[config.mk]
export PLATFORM = sky130hd
export DESIGN_NAME = uart_rx_byte
export DESIGN_NICKNAME = d
export VERILOG_FILES = /design/src/rtl/uart_rx_byte.sv
export SDC_FILE = /design/constraint.sdc
export NUM_CORES = 1
export LEC_CHECK = 0
export ABC_AREA = 1
export CAP_MARGIN = 10
export CORE_ASPECT_RATIO = 0.75
export CORE_MARGIN = 2
export CORE_UTILIZATION = 35
export CTS_CLUSTER_DIAMETER = 150
export DETAILED_ROUTE_END_ITERATION = 8
export GPL_TIMING_DRIVEN = 0
export SKIP_CTS_REPAIR_TIMING = 1
export SYNTH_ARGS = -nofsm -noshare
export SYNTH_HDL_FRONTEND = slang
export SYNTH_SLANG_ARGS = --single-unit
[constraint.sdc]
create_clock -name clk -period 3.55 [get_ports clk]
set_input_delay 1.065 -clock clk [delete_from_list [all_inputs] [get_ports clk]]
set_output_delay 1.065 -clock clk [all_outputs]
set_load 0.1 [all_outputs]
[src/rtl/uart_rx_byte.sv]
// uart_rx_byte: 8N1 UART receiver (8E1 when UART_RX_PARITY_EN is defined), LSB first.
// Latency: 2-clk synchroniser; byte appears mid stop bit (~9.5 bit times after start edge).
// Backpressure: valid/data held until ready; a byte completing while held is dropped and sets sticky overrun.
module uart_rx_byte #(
  parameter int CLK_FREQ = 50_000_000,
  parameter int UART_BPS = 115200
) (
  input  logic       clk,
  input  logic       rst,
  input  logic       uart_rxd,
  output logic [7:0] data,
  output logic       valid,
  input  logic       ready,
  output logic       frame_err,
  output logic       overrun
);

  localparam int BAUD_DIV = (CLK_FREQ + UART_BPS / 2) / UART_BPS;
  localparam int CW       = $clog2(BAUD_DIV);
  localparam logic [CW-1:0] BIT_END  = CW'(BAUD_DIV - 1);
  localparam logic [CW-1:0] HALF_END = CW'(BAUD_DIV / 2 - 1);

`ifdef UART_RX_PARITY_EN
  typedef enum logic [2:0] {S_IDLE, S_START, S_DATA, S_PARITY, S_STOP} state_t;
`else
  typedef enum logic [2:0] {S_IDLE, S_START, S_DATA, S_STOP} state_t;
`endif

  state_t          state_q, state_d;
  logic [CW-1:0]   bcnt_q, bcnt_d;
  logic [2:0]      bidx_q, bidx_d;
  logic [7:0]      shift_q, shift_d;
  logic [7:0]      data_q, data_d;
  logic            valid_q, valid_d;
  logic            frame_err_q, frame_err_d;
  logic            overrun_q, overrun_d;
  logic            rxd_meta_q, rxd_s_q, rxd_prev_q;
  logic            bit_done;
  logic            par_ok;

`ifdef UART_RX_PARITY_EN
  logic            par_q, par_d;
  // Even parity: data bits plus parity bit must XOR to zero.
  assign par_ok = ~(^{shift_q, par_q});
`else
  assign par_ok = 1'b1;
`endif

  assign bit_done  = (bcnt_q == BIT_END);
  assign data      = data_q;
  assign valid     = valid_q;
  assign frame_err = frame_err_q;
  assign overrun   = overrun_q;

  // Next-state logic: frame sequencing, bit sampling and consumer handshake.
  always_comb begin
    state_d     = state_q;
    bcnt_d      = bcnt_q + 1'b1;
    bidx_d      = bidx_q;
    shift_d     = shift_q;
    data_d      = data_q;
    valid_d     = valid_q & ~ready;
    frame_err_d = 1'b0;
    overrun_d   = overrun_q;
`ifdef UART_RX_PARITY_EN
    par_d       = par_q;
`endif
    case (state_q)
      S_IDLE: begin
        bcnt_d = '0;
        // Edge-triggered so a held break cannot restart a frame.
        if (rxd_prev_q && !rxd_s_q) state_d = S_START;
      end
      S_START: begin
        if (bcnt_q == HALF_END) begin
          bcnt_d  = '0;
          bidx_d  = 3'd0;
          state_d = rxd_s_q ? S_IDLE : S_DATA;
        end
      end
      S_DATA: begin
        if (bit_done) begin
          bcnt_d  = '0;
          shift_d = {rxd_s_q, shift_q[7:1]};
          bidx_d  = bidx_q + 3'd1;
`ifdef UART_RX_PARITY_EN
          if (bidx_q == 3'd7) state_d = S_PARITY;
`else
          if (bidx_q == 3'd7) state_d = S_STOP;
`endif
        end
      end
`ifdef UART_RX_PARITY_EN
      S_PARITY: begin
        if (bit_done) begin
          bcnt_d  = '0;
          par_d   = rxd_s_q;
          state_d = S_STOP;
        end
      end
`endif
      S_STOP: begin
        if (bit_done) begin
          // Leave mid stop bit so the next start edge is never missed.
          bcnt_d  = '0;
          state_d = S_IDLE;
          if (rxd_s_q && par_ok) begin
            if (!valid_q || ready) begin
              data_d  = shift_q;
              valid_d = 1'b1;
            end else begin
              overrun_d = 1'b1;
            end
          end else begin
            frame_err_d = 1'b1;
          end
        end
      end
      default: begin
        state_d = S_IDLE;
        bcnt_d  = '0;
      end
    endcase
  end

  // State registers and input synchroniser; line flops reset to idle-high.
  always_ff @(posedge clk or posedge rst) begin
    if (rst) begin
      rxd_meta_q  <= 1'b1;
      rxd_s_q     <= 1'b1;
      rxd_prev_q  <= 1'b1;
      state_q     <= S_IDLE;
      bcnt_q      <= '0;
      bidx_q      <= 3'd0;
      shift_q     <= 8'h00;
      data_q      <= 8'h00;
      valid_q     <= 1'b0;
      frame_err_q <= 1'b0;
      overrun_q   <= 1'b0;
`ifdef UART_RX_PARITY_EN
      par_q       <= 1'b0;
`endif
    end else begin
      rxd_meta_q  <= uart_rxd;
      rxd_s_q     <= rxd_meta_q;
      rxd_prev_q  <= rxd_s_q;
      state_q     <= state_d;
      bcnt_q      <= bcnt_d;
      bidx_q      <= bidx_d;
      shift_q     <= shift_d;
      data_q      <= data_d;
      valid_q     <= valid_d;
      frame_err_q <= frame_err_d;
      overrun_q   <= overrun_d;
`ifdef UART_RX_PARITY_EN
      par_q       <= par_d;
`endif
    end
  end

endmodule
-- After elaboration in Yosys (flattened, before gate mapping)
Cells that the tools add are included.
- bits in registers: 37
- bits of input ports: 4
- output and inout bits: 11
- word-level logic and storage cells: 59
- add/subtract/negate cells: 2
- equality and inequality tests: 11
- mux-type cells: 20
- bitwise logic cells: 3
- reductions and logical operators: 12
- operator list (operator ; number):
    3-bit 2-to-1 mux ; 7
    9-bit 2-to-1 mux ; 2
    9-bit one-hot mux with 2 select lines ; 1
    3-bit one-hot mux with 4 select lines ; 1
    2-bit inequality test, second input constant ; 5
    9-bit by 1-bit adder with 9-bit output, second input constant ; 1
    9-bit by 8-bit equality test with 1-bit output, second input constant ; 1
    9-bit equality test, second input constant ; 1
    4-bit AND reduction ; 2
    1-bit 2-to-1 mux ; 7
    3-bit by 2-bit equality test with 1-bit output, second input constant ; 2
    3-bit one-hot mux with 2 select lines ; 1
    5-bit AND reduction ; 1
    3-bit by 1-bit adder with 3-bit output, second input constant ; 1
    3-bit by 1-bit equality test with 1-bit output, second input constant ; 1
    3-bit equality test, second input constant ; 1
    3-bit zero test ; 1
    3-bit AND reduction ; 1
    1-bit zero test ; 2
    2-bit 2-to-1 mux ; 1
    1-bit inverter ; 2
    2-bit AND reduction ; 1
    2-bit nonzero test ; 1
    2-bit OR reduction ; 1
    other kinds (3) ; 3

-- Depth between registers and ports, before layout
Gate-level depths: netlist of run 1.
- word-level depth: 6
- depth in mapped cells: 9
- mapped depth without buffers: 9

-- Worst setup path before layout of run 1
Ideal clock, no wire load.
- kind: reg2out
- start: reg data_q[5] (netlist: data[5])
- end: out data[5]
- data arrival time: 910 ps
- required time: 2485 ps
- setup slack: 1575 ps
- cell stages (with the launch flop): 1
- buffers on the path: 0
- cells stage by stage: dfrtp_1
- RTL lines (element ; line ; source):
    from (decl) ; 33 ; logic [7:0] data_q, data_d;
    from (signal assigned) ; 151 ; data_q <= data_d;
    to (decl) ; 11 ; output logic [7:0] data,
No word-level cell between the ends.

-- Final worst setup path of run 1
- start: reg data_q[7] (netlist: data[7])
- end: out data[7]
No word-level cell between the ends.

==> flow_metrics.py, run 1 <==
metrics = {
    "critical_path": {
        "cp-end-kind": "output port",
        "arrival_ns": 1.79,
        "path_cells": "clkdlybuf4s50_1",
        "path_buf_inv": 1,
        "path_class": "reg -> out",
        "cpLargestDelayFamily": "buffers and inverters",
        "critPathMaxStageDelay_ns": 1.14,
        "startpoint_type": "register",
        "crit_path_top_delay_cell": "clkdlybuf4s50_1",
        "critPathRequiredTime_ns": 2.48,
        "critPathMaxFanout": 2,
    },
    "place": {
        "dp_cells": 262,
        "detailed_place_hpwl_um": 2290,
        "port_buffers": 14,
        "globalplace.congestion": 0.807,
    },
    "synthesis": {
        "synth_top_family_by_area": "simple AND/OR/NAND/NOR gates",
        "synth_area_leaders": "dfrtp_1, nand2_1, inv_1, dfstp_2, ha_1",
        "synth_nets": 196,
        "synthArstFlopShare_pct": 100,
        "syn_area_per_cell_um2": 9.15,
        "ys_seq_area_share_pct": 52.9,
        "synth_top_area_share_pct": 48.2,
        "synth-compound-area-share_pct": 10.8,
        "synth-simple-area-share_pct": 24.8,
        "synth-seq-cells": 36,
        "ys.warnings.count": 0,
        "syn_area_um2": 1710,
        "yosys-top-cells-count": "nand2_1, dfrtp_1, inv_1",
        "synth_edf_count": 0,
        "synthMuxAreaShare_pct": 0,
        "synth_top_area_cell": "dfrtp_1",
        "synthMostInstantiatedCell": "nand2_1",
        "synth_top_flop_cell": "dfrtp_1",
        "synthAdderAreaFrac_pct": 3.65,
        "synth.distinct_cells": 28,
        "synthXorXnorAreaFrac_pct": 1.02,
        "synth_cells": 187,
    },
    "global_routing": {
        "grt.total_usage_pct": 12.9,
        "antenna_found_initial": 0,
        "overflow": 0,
        "grt_max_degree": 20,
        "grt_pass1_wl_um": 5440,
        "grt_pass1_vias": 1199,
    },
    "timing": {
        "fin_crit_sh_pct": 80.5,
        "min_period_ns": 2.86,
        "maxSlewViolCount": 0,
        "finalHoldViolCount": 0,
        "worst_pin_slew_ns": 0.964,
        "setup_violations": 0,
        "fin_skew_ns": 0.00622,
        "rsz0062_at_grt": "no",
        "fin_tns_setup_ns": 0,
        "relSlewSlack_pct": 35.5,
        "timing.fmax_mhz": 350,
    },
    "route": {
        "drc": 0,
        "ant_nets": 0,
        "wl_um": 3050,
        "num_vias": 1227,
        "dr_wl_met2_um": 1210,
        "drt_iter0_drc": 31,
        "wl_met3_um": 114,
        "dr.pass1.iters": 4,
        "dr.max_layer_used": "met4",
        "avgViaCountPerCell": 4.54,
        "wl_per_cell_um": 11.3,
        "wl_met1_um": 1690,
    },
    "floorplanning": {
        "dieArea_um2": 5470,
        "die_h_um": 64.6,
        "start_util_pct": 35.7,
        "row_count": 22,
        "die_w_um": 84.8,
        "core-area_um2": 4790,
        "io_pins": 15,
    },
    "finish": {
        "drive_gt1_share_pct": 15.2,
        "fin_util_pct": 43.1,
        "design.final.nets": 218,
        "synthToLayoutAreaGrowth_pct": 20.5,
        "diodes": 0,
        "finalNonFillerCells": 270,
        "nFillCells": 485,
    },
    "flow_run": {
        "maxCapViolCount": 0,
    },
    "clocking": {
        "clockRootBuffer": "clkbuf_8",
        "clk_latency_ns": 0.29,
        "htreeDepth": 2,
        "path_clk_slew_ns": 0.07,
        "clock_path_buffers": 2,
        "cts_tree": "yes",
        "numClockSinks": 36,
        "numCtsBuffers": 5,
    },
    "power_and_ir_drop": {
        "finalPower_w": 0.00103,
        "ir_worst_vdd_v": 0.000207,
        "cellPowerDensity_nw_per_um2": 501,
        "power.leakage_nw": 1.02,
    },
    "run_status": {
        "run_status": "completed",
    },
    "worst_hold_path": {
        "min_path_type": "reg -> reg",
    },
}
==> cell usage in the layout (no fill, tap or decap), types with 2 or more instances in the layout <==
cell type / synthesis / final
a21oi_1: 3 / 3
clkbuf_8: 0 / 5
clkdlybuf4s50_1: 0 / 14
dfrtp_1: 33 / 33
dfstp_2: 3 / 3
ha_1: 5 / 5
inv_1: 23 / 23
inv_2: 3 / 3
nand2_1: 55 / 55
nand2_2: 2 / 2
nand3_1: 5 / 5
nand4_1: 4 / 4
nor2_1: 14 / 14
nor2_4: 3 / 3
nor3_1: 2 / 2
o21ai_0: 5 / 5
o21ai_1: 9 / 9
o21ai_2: 5 / 5
o21ai_4: 2 / 2
==> where the power goes <==
| group | switching [W] | internal [W] | leakage, nW | total [W] |
|---|---|---|---|---|
| clock network | 0.000144 | 0.000208 | 0.0552 | 0.000353 |
| logic | 0.000141 | 0.0000698 | 0.483 | 0.000211 |
| registers | 0.0000303 | 0.000438 | 0.485 | 0.000469 |
==> metal layers <==
metal	up-vias	track usage, %
li1	631	-
met1	577	17.5
met2	15	19.0
met3	4	3.95
met4	0	5.36
met5	-	0
==> metrics by stage <==
stage	hold slack (ns)	cell area, um^2	setup WS [ns]
detailed placement	0.347	1950	0.937
global placement	0.347	1930	0.847
CTS	0.358	2060	0.681
finish	0.356	2060	0.694
floorplan	0.345	1710	1.57
global route	0.359	2060	0.651
==> kinds of logic (layout without fill, tap and decap cells) <==
| family | count (synthesis) | in the layout |
|---|---|---|
| buf+inv | 28 | 51 |
| compound gates | 27 | 27 |
| xor+xnor | 2 | 2 |
| simple gates | 89 | 89 |
| fa+ha+maj | 5 | 5 |
| flops | 36 | 36 |
==> flip-flops by register name (all words and copies together), names as in the netlist <==
register / count
overrun: 1
rxd_s_q: 1
data: 8
rxd_prev_q: 1
shift_q: 8
frame_err: 1
state_q: 2
valid: 1
bidx_q: 3
bcnt_q: 9
rxd_meta_q: 1
==> cell type report <==
cell class | count | area, um^2 | share of cell area [%]
clock buffers | 6 | 72.6 | 3.52
well taps | 60 | 75.1 | 3.64
clock inverters | 2 | 35.0 | 1.70
flip-flops and latches | 36 | 905 | 43.9
repair buffers | 15 | 168 | 8.13
inverters | 27 | 106 | 5.16
plain buffers | 1 | 11.3 | 0.546
multi-input cells | 123 | 689 | 33.4
==> worst paths after layout <==
kind                            cells past startpoint  slack [ns]  startpoint         end
worst max-delay path                                1        0.69     data[7]     data[7]
worst min-delay path                                0        0.36  rxd_meta_q     rxd_s_q
worst max register to register                      9        2.03   bcnt_q[0]  state_q[1]
worst min register to register                      0        0.36  rxd_meta_q     rxd_s_q
max in group asynchronous                           3        1.70         rst     rxd_s_q
min in group asynchronous                           2        1.21         rst   bcnt_q[6]
No activity file was read; power rests on OpenSTA's default activity.
==> inputs of run 2 (changes only) <==
clock period = 2.9 ns   (was 3.55 ns; I/O delays follow)
==> results of run 2 <==
The final DEF is identical to that of run 1. Status: completed.
Main changes from that run: setup slack after placement 0.937 ns -> 0.482 ns; setup slack after layout 0.694 ns -> 0.239 ns; register-to-register setup slack 2.03 ns -> 1.38 ns; total power 0.00103 W -> 0.00126 W; worst IR drop on VDD 0.000207 V -> 0.000253 V
